`src/rtl/fetch_pkg.sv`:
```
// Shared state encoding and sizing constants for the instruction fetch path.
package fetch_pkg;

    typedef enum logic [1:0] {
        ST_IDLE  = 2'd0,
        ST_RUN   = 2'd1,
        ST_HALT  = 2'd2,
        ST_FAULT = 2'd3
    } fetch_state_t;

    localparam int INSTR_BYTES     = 4;
    localparam int DEF_ADDR_WIDTH  = 64;
    localparam int DEF_INSTR_WIDTH = 32;
    localparam int ENTRY_WIDTH     = DEF_ADDR_WIDTH + DEF_INSTR_WIDTH;

    function automatic logic is_aligned(input logic [1:0] lsb);
        return lsb == 2'b00;
    endfunction

endpackage

```
`src/rtl/fetch_controller_if.sv`:
```
// Fetch controller bus: control pulses, memory port and the decode handshake.
interface fetch_controller_if #(
    parameter int ADDR_WIDTH  = 64,
    parameter int INSTR_WIDTH = 32
);
    logic                   start;
    logic                   halt_req;
    logic                   redirect;
    logic [ADDR_WIDTH-1:0]  redirect_pc;
    logic [ADDR_WIDTH-1:0]  instr_addr;
    logic [INSTR_WIDTH-1:0] instr_data;
    logic                   out_valid;
    logic                   out_ready;
    logic [INSTR_WIDTH-1:0] out_instr;
    logic [ADDR_WIDTH-1:0]  out_pc;
    logic                   running;
    logic                   fault;
    logic [31:0]            fetch_count;

    modport master (
        input  start, halt_req, redirect, redirect_pc, instr_data, out_ready,
        output instr_addr, out_valid, out_instr, out_pc, running, fault, fetch_count
    );

    modport slave (
        output start, halt_req, redirect, redirect_pc, instr_data, out_ready,
        input  instr_addr, out_valid, out_instr, out_pc, running, fault, fetch_count
    );
endinterface

```
`src/rtl/fetch_queue.sv`:
```
// In-order fetch queue; head is read straight from register storage.
// Latency 1 cycle push-to-head; flush empties the queue on the next edge.
module fetch_queue
    import fetch_pkg::*;
#(
    parameter int DEPTH = 2,
    parameter int WIDTH = ENTRY_WIDTH
) (
    input  logic                   clk,
    input  logic                   reset,
    input  logic                   i_push,
    input  logic                   i_pop,
    input  logic                   i_flush,
    input  logic [WIDTH-1:0]       i_push_dat,
    output logic [$clog2(DEPTH):0] o_count,
    output logic [WIDTH-1:0]       o_head_dat
);
    localparam int PW = $clog2(DEPTH);
    localparam int CW = PW + 1;

    logic [WIDTH-1:0] r_mem [DEPTH];
    logic [PW-1:0]    r_rd;
    logic [PW-1:0]    r_wr;
    logic [CW-1:0]    r_count;

    always_ff @(posedge clk) begin
        if (reset) begin
            for (int i = 0; i < DEPTH; i++) r_mem[i] <= '0;
            r_rd    <= '0;
            r_wr    <= '0;
            r_count <= '0;
        end else if (i_flush) begin
            r_rd    <= '0;
            r_wr    <= '0;
            r_count <= '0;
        end else begin
            if (i_push) begin
                r_mem[r_wr] <= i_push_dat;
                r_wr        <= r_wr + PW'(1);
            end
            if (i_pop) r_rd <= r_rd + PW'(1);
            r_count <= r_count + CW'(i_push) - CW'(i_pop);
        end
    end

    assign o_count    = r_count;
    assign o_head_dat = r_mem[r_rd];
endmodule

```
`src/rtl/fetch_controller.sv`:
```
// Owns the PC, fetches one instruction per cycle into the queue while running.
// Latency: fetched word reaches the queue head one cycle after its address is driven.
module fetch_controller
    import fetch_pkg::*;
#(
    parameter logic [63:0] RESET_PC    = 64'd0,
    parameter int          QUEUE_DEPTH = 2,
    parameter int          ADDR_WIDTH  = 64,
    parameter int          INSTR_WIDTH = 32
) (
    input  logic          clk,
    input  logic          reset,
    fetch_controller_if.master fc
);
    localparam int CW = $clog2(QUEUE_DEPTH) + 1;
    localparam int EW = INSTR_WIDTH + ADDR_WIDTH;

    fetch_state_t            r_state;
    fetch_state_t            w_state_nxt;
    logic [ADDR_WIDTH-1:0]   r_pc;
    logic [ADDR_WIDTH-1:0]   w_pc_nxt;
    logic                    r_fault;
    logic [31:0]             r_fetch_count;
    logic [CW-1:0]           w_count;
    logic [EW-1:0]           w_head;
    logic                    w_deq;
    logic                    w_enq;
    logic                    w_flush;
    logic                    w_bad_target;

    assign w_deq        = fc.out_valid && fc.out_ready;
    assign w_flush      = fc.redirect && (r_state != ST_FAULT);
    assign w_bad_target = w_flush && !is_aligned(fc.redirect_pc[1:0]);

    always_comb begin
        w_state_nxt = r_state;
        w_pc_nxt    = r_pc;
        w_enq       = 1'b0;
        if (w_flush) begin
            // Redirect dominates: halt/start in the same cycle are dropped.
            if (w_bad_target) w_state_nxt = ST_FAULT;
            else              w_pc_nxt    = fc.redirect_pc;
        end else if (fc.halt_req && r_state == ST_RUN) begin
            w_state_nxt = ST_HALT;
        end else begin
            if (fc.start && (r_state == ST_IDLE || r_state == ST_HALT))
                w_state_nxt = ST_RUN;
            if (r_state == ST_RUN &&
                (w_count != CW'(QUEUE_DEPTH) || w_deq)) begin
                w_enq    = 1'b1;
                w_pc_nxt = r_pc + ADDR_WIDTH'(INSTR_BYTES);
            end
        end
    end

    always_ff @(posedge clk) begin
        if (reset) r_state <= ST_IDLE;
        else       r_state <= w_state_nxt;
    end

    always_ff @(posedge clk) begin
        if (reset) begin
            r_pc          <= RESET_PC[ADDR_WIDTH-1:0];
            r_fault       <= 1'b0;
            r_fetch_count <= '0;
        end else begin
            r_pc          <= w_pc_nxt;
            r_fault       <= r_fault | w_bad_target;
            r_fetch_count <= r_fetch_count + 32'(w_enq);
        end
    end

    fetch_queue #(
        .DEPTH (QUEUE_DEPTH),
        .WIDTH (EW)
    ) u_queue (
        .clk        (clk),
        .reset      (reset),
        .i_push     (w_enq),
        .i_pop      (w_deq),
        .i_flush    (w_flush),
        .i_push_dat ({fc.instr_data, r_pc}),
        .o_count    (w_count),
        .o_head_dat (w_head)
    );

    assign fc.instr_addr  = r_pc;
    assign fc.out_valid   = (w_count != '0);
    assign fc.out_instr   = w_head[ADDR_WIDTH +: INSTR_WIDTH];
    assign fc.out_pc      = w_head[ADDR_WIDTH-1:0];
    assign fc.running     = (r_state == ST_RUN);
    assign fc.fault       = r_fault;
    assign fc.fetch_count = r_fetch_count;
endmodule

```
`src/flat_wrapper.sv`:
```
// flat-port wrapper written by rule: the top's interface ports become plain ports
module fetch_controller_flat import fetch_pkg::*;
#(
    parameter logic [63:0] RESET_PC    = 64'd0,
    parameter int          QUEUE_DEPTH = 2,
    parameter int          ADDR_WIDTH  = 64,
    parameter int          INSTR_WIDTH = 32
)
  (clk, reset, fc_start, fc_halt_req, fc_redirect, fc_redirect_pc, fc_instr_data, fc_out_ready, fc_instr_addr, fc_out_valid, fc_out_instr, fc_out_pc, fc_running, fc_fault, fc_fetch_count);
  fetch_controller_if #(.ADDR_WIDTH(ADDR_WIDTH), .INSTR_WIDTH(INSTR_WIDTH)) fc_i ();
  input  logic clk;
  input  logic reset;
  input wire logic [$bits(fc_i.start)-1:0] fc_start;
  input wire logic [$bits(fc_i.halt_req)-1:0] fc_halt_req;
  input wire logic [$bits(fc_i.redirect)-1:0] fc_redirect;
  input wire logic [$bits(fc_i.redirect_pc)-1:0] fc_redirect_pc;
  input wire logic [$bits(fc_i.instr_data)-1:0] fc_instr_data;
  input wire logic [$bits(fc_i.out_ready)-1:0] fc_out_ready;
  output wire logic [$bits(fc_i.instr_addr)-1:0] fc_instr_addr;
  output wire logic [$bits(fc_i.out_valid)-1:0] fc_out_valid;
  output wire logic [$bits(fc_i.out_instr)-1:0] fc_out_instr;
  output wire logic [$bits(fc_i.out_pc)-1:0] fc_out_pc;
  output wire logic [$bits(fc_i.running)-1:0] fc_running;
  output wire logic [$bits(fc_i.fault)-1:0] fc_fault;
  output wire logic [$bits(fc_i.fetch_count)-1:0] fc_fetch_count;
  assign fc_i.start = fc_start;
  assign fc_i.halt_req = fc_halt_req;
  assign fc_i.redirect = fc_redirect;
  assign fc_i.redirect_pc = fc_redirect_pc;
  assign fc_i.instr_data = fc_instr_data;
  assign fc_i.out_ready = fc_out_ready;
  assign fc_instr_addr = fc_i.instr_addr;
  assign fc_out_valid = fc_i.out_valid;
  assign fc_out_instr = fc_i.out_instr;
  assign fc_out_pc = fc_i.out_pc;
  assign fc_running = fc_i.running;
  assign fc_fault = fc_i.fault;
  assign fc_fetch_count = fc_i.fetch_count;
  fetch_controller #(.RESET_PC(RESET_PC), .QUEUE_DEPTH(QUEUE_DEPTH), .ADDR_WIDTH(ADDR_WIDTH), .INSTR_WIDTH(INSTR_WIDTH)) u_core (.clk(clk), .reset(reset), .fc(fc_i));
endmodule
```
`config.mk`:
```
export PLATFORM = sky130hd
export DESIGN_NAME = fetch_controller_flat
export DESIGN_NICKNAME = d
export VERILOG_FILES = /design/src/rtl/fetch_pkg.sv /design/src/rtl/fetch_controller_if.sv /design/src/rtl/fetch_queue.sv /design/src/rtl/fetch_controller.sv /design/src/flat_wrapper.sv
export SDC_FILE = /design/constraint.sdc
export NUM_CORES = 1
export LEC_CHECK = 0
export ABC_AREA = 1
export CAP_MARGIN = 20
export CORE_MARGIN = 5
export CORE_UTILIZATION = 47
export CTS_CLUSTER_DIAMETER = 100
export DETAILED_ROUTE_END_ITERATION = 10
export PLACE_DENSITY = 0.77
export SKIP_CTS_REPAIR_TIMING = 1
export SLEW_MARGIN = 20
export SYNTH_ARGS = -nofsm -noshare
export SYNTH_HDL_FRONTEND = slang
export SYNTH_SLANG_ARGS = --single-unit
```
`constraint.sdc`:
```
create_clock -name clk -period 3.8 [get_ports clk]
set_input_delay 0.38 -clock clk [delete_from_list [all_inputs] [get_ports clk]]
set_output_delay 0.38 -clock clk [all_outputs]
set_load 0.01 [all_outputs]
```
# == Yosys cells after proc, flatten, opt, wreduce, memory -nomap -nowiden ==
# Memories as Yosys holds them, arrays and structs flattened. A register that Yosys moved wholly into a read port is not among the register bits.
# Cells that the tools add are included.
# classes
n_addsub,6
eq_ne,7
mux,22
bitwise,1
n_reduce_logical,18
# op_table
operator,count
$mux W64,4
$mux W96,1
$reduce_or A96 Y1,1
$add A64 B3 Y64 const B,1
$add A32 B1 Y32,1
$mux W1,13
$mux W2,4
$ne A2 B2 Y1 const B,4
$logic_and A1 B1 Y1,6
$logic_not A2 Y1,2
$reduce_bool A2 Y1,2
$reduce_and A3 Y1,1
$reduce_bool A3 Y1,1
$add A1 B1 Y1 const B,2
$add A2 B1 Y2,1
$eq A2 B1 Y1 const B,1
$eq A2 B2 Y1 const B,1
$logic_or A1 B1 Y1,2
$ne A2 B1 Y1 const B,1
$reduce_and A2 Y1,1
$reduce_or A2 Y1,1
$sub A2 B1 Y2,1
$logic_not A1 Y1,1
$or A1 B1 Y1,1
# totals
reg_bits,103
ram_bits,192
in_bits,102
output_inout_bits,195
wordCells,62
n_memories,1
# memory_table
name,words,width,rd,rd_clocked_by_memory_dff,wr,line,text
u_core.u_queue.r_mem,2,96,1,1,2,fetch_queue.sv:21,logic [WIDTH-1:0] r_mem [DEPTH];

# == Logic depth before layout (Yosys ltp) ==
# depth
word_depth,13
mapped_depth,15

# == Hierarchy ==
# From an unflattened synthesis, not the netlist that was laid out.
# unflattened
cells_unflattened,1878
hier_area_um2,15268.4
# modules_own_cells
mod,n_inst,cells_each,area_each_um2,seq_area_each_um2
fetch_queue,1,640,8365.5,5865.6
fetch_controller,1,1238,6902.9,1981.9

# == Least setup slack after synthesis ==
# Ideal clock, no wire load.
# synth_timing
kind,register to register
from,reg u_core.r_state[1]
to,mem u_core.u_queue.r_mem[1][0] (netlist name) (enable)
setup_time_ns,0.458
arrival_time_ns,3.360
path_slack_ns,-0.018
stages_incl_launch_ff,9
synth_period_minus_slack_ns,3.818
path_cell_list,dfxtp_1 -> nand2_1 -> nand2_2 -> nand2_2 -> nor2_4 -> nand3_2 -> buf_2 -> buf_2 -> nand2_1
# synth_lines
element,line,text
"start, declared",fetch_controller.sv:18,fetch_state_t r_state;
"start signal, assigned",fetch_controller.sv:58,else r_state <= w_state_nxt;
"end, declared",fetch_queue.sv:21,

==> flow_summary_export.csv <==
group,metric,value,unit
status,status,"finished, final reports clean",
place,portBuffers,296,
routing,wl,49900,um
pwr,max-vdd-ir-drop,444,uV
synth,synth_area_leaders,"edfxtp_1, dfxtp_1, nand2_1, nor2_1, mux2_2",
sta,maxSlewHeadroom,34.2,%
place,dp_cells,2449,
die,core,31600,sq um
routing,first_pass_iters,6,
setup_path,crit_path_top_delay_cell,"dfxtp_4",
die,initial_core_util,47.7,%
synth,synth_top_area_share,38.3,%
sta,maxSlewViolCount,0,
job,cap_violations,0,
cells_and_area,nets,2187,
global_route,grt_pass1_wl,76500,um
synth,ys_types,38,
place,gp_congestion,0.970,
synth,ys_seq_area_share,52.2,%
cts,cts_buffers,31,
sta,rsz0062_at_grt,"no",
cts,cts.path.max_buffers,3,
die,die-area,35700,sq um
synth,yosys_warnings,0,
synth,netlist_area,15000,sq um
sta,holdWs,402,ps
setup_path,start_kind,"register",
sta,setup_ws,903,ps
cells_and_area,area_growth,28.4,%
cts,insertion_delay,570,ps
sta,fmax,345,MHz
synth,synth_top_area_cell,"edfxtp_1",
cells_and_area,n_fill_cell,2750,
routing,drcViolationCount,0,
cells_and_area,drive_gt1_share,10.7,%
setup_path,path_cells,"buf_12, mux2_2, clkdlybuf4s50_1",
setup_path,endpoint_kind,"output pin",
routing,viasPerCell,5.38,
synth,ys.flop_type,"edfxtp_1",
global_route,track_usage,27.1,%
global_route,grt_overflow,0,
cells_and_area,fin_cells,2509,
setup_path,worstPathMaxFanout,76,
pwr,p_per_area,392,nW/um^2
synth,async_flop_share,0,%
place,dp_hpwl,36200,um
sta,worst_slew_pin_slew,988,ps
setup_path,max_stage_delay,540,ps
hold_path,hold_class,"in2reg",
sta,period_share,76.2,%
sta,setup_violations,0,
synth,synth_seq_cells,296,
routing,vias,13500,
die,rows,65,
synth,avgSynthCellArea,8.34,sq um
sta,fin_setup_tns,0,ps
routing,dr.first_iter.drc_count,1251,
die,die_h,189,um
sta,fin_crit,2900,ps
cts,clock-sinks,296,
die,die_w,189,um
routing,wire_per_inst,19.9,um
synth,synth_commonest_cells,"nand2_1, nor2_1, edfxtp_1, inv_1, dfxtp_1",
cts,htreeDepth,1,
synth,synth_edf_count,192,
sta,hold_viol_final,0,
global_route,grt_pass1_vias,13400,
setup_path,required,3420,ps
global_route,antenna_found_initial,6,
synth,syn_nets,1912,
die,io_pins,297,
cts,cts_tree,"built",
cts,cts-root-buf,"clkbuf_16",
global_route,grt_max_degree,83,
synth,synthCells,1805,
sta,clock_skew,13.2,ps
routing,final_antenna_net_count,0,
setup_path,critPathKind,"reg2out",
synth,yosysMostFrequentCell,"nand2_1",
setup_path,cp.arrival,2520,ps
pwr,power.leakage,6.98,nW
place,pre_cts_ws,790,ps
cts,clk_pin_slew,60,ps
==> stage by stage <==
step | instance area, sq um | total power [mW] | utilization, %
2_1_floorplan | 15000 | 4.24 | -
3_3_place_gp | 18400 | 4.77 | 58.2
3_5_place_dp | 18400 | 4.79 | 58.2
4_1_cts | 19300 | 7.62 | 61.2
5_1_grt | 19300 | 7.85 | 61.2
6_report | 19300 | 7.58 | 61.2
==> kinds of logic (layout without fill, tap and decap cells) <==
kind of cell / Yosys count / count (layout) / synth area share, %
XOR/XNOR: 8 / 8 / 0.466
AO/OA/AOI/OAI: 179 / 179 / 6.12
flip-flops: 296 / 296 / 52.2
buffers and inverters: 257 / 556 / 6.89
multiplexers: 96 / 96 / 7.19
other: 0 / 3 / 0
adder cells (fa/ha/maj): 5 / 5 / 0.416
AND/OR/NAND/NOR: 964 / 964 / 26.8
==> layer usage <==
layer / wire length (um) / global-route usage, % / part of all wire [%]
met4: 1630 / 8.66 / 3.3
met5: 39 / 0 / 0.078
met3: 4510 / 5.97 / 9.0
met2: 22800 / 43.4 / 46
met1: 21000 / 37.0 / 42
==> final cells by class <==
cell class	count	area, sq um	area share (%)
clock inverters	11	75.1	0.389
diodes	3	7.51	0.0389
repair buffers	310	3110	16.1
flip-flops and latches	296	7850	40.6
inverters	189	709	3.67
multi-input cells	1252	6200	32.1
well taps	402	503	2.60
clock buffers	46	862	4.46
==> final timing paths <==
check,from,endpoint,slack (ps),cells past startpoint
max,register,fc_out_pc[41],900,3
min,fc_redirect_pc[2],u_core.fc.instr_addr[2]$_SDFFE_PP0P_,400,3
max reg2reg,u_core.r_state[0]$_SDFFE_PP0P_,u_core.fc.fetch_count[24]$_SDFF_PP0_,1050,14
min reg2reg,u_core.fc.fault$_SDFF_PP0_,u_core.fc.fault$_SDFF_PP0_,460,2
==> state kept, by name (all words and copies together) (netlist names), named ones only <==
signal,flops
u_core.fc.instr_addr,64
u_core.fc.fault,1
u_core.u_queue.r_rd,1
u_core.u_queue.r_mem,192
u_core.fc.fetch_count,32
u_core.r_state,2
u_core.u_queue.r_wr,1
u_core.u_queue.o_count,2
==> placed cells by master, fill, tap and decap left out, types with 6 or more instances in the layout <==
cell,synthesis,layout
nor2_1,376,376
o21ai_0,67,67
or2_2,7,7
o21ai_1,6,6
clkbuf_16,0,31
nand2_1,381,378
buf_4,0,10
nand4_1,21,21
dfxtp_1,104,103
nor3_1,20,20
nor2_2,51,50
mux2_2,96,96
a21oi_1,95,95
edfxtp_1,192,192
clkdlybuf4s50_1,0,295
inv_1,182,182
xor2_1,6,6
nand3_1,89,89
clkinv_1,3,10
clkbuf_1,41,12
==> critical path, delay by kind of cell (launching register included) <==
| kind | cells | cell delay, ps |
|---|---|---|
| buffers and inverters | 2 | 910 |
| DFF | 1 | 540 |
| muxes | 1 | 400 |
==> power by group <==
part / switching [mW] / internal, mW / total, mW / leakage [nW]
sequential: 0.111 / 3.58 / 3.69 / 2.85
combinational: 0.555 / 0.480 / 1.04 / 3.67
clock: 1.23 / 1.62 / 2.85 / 0.455
Power figures use the tool's default switching activity.
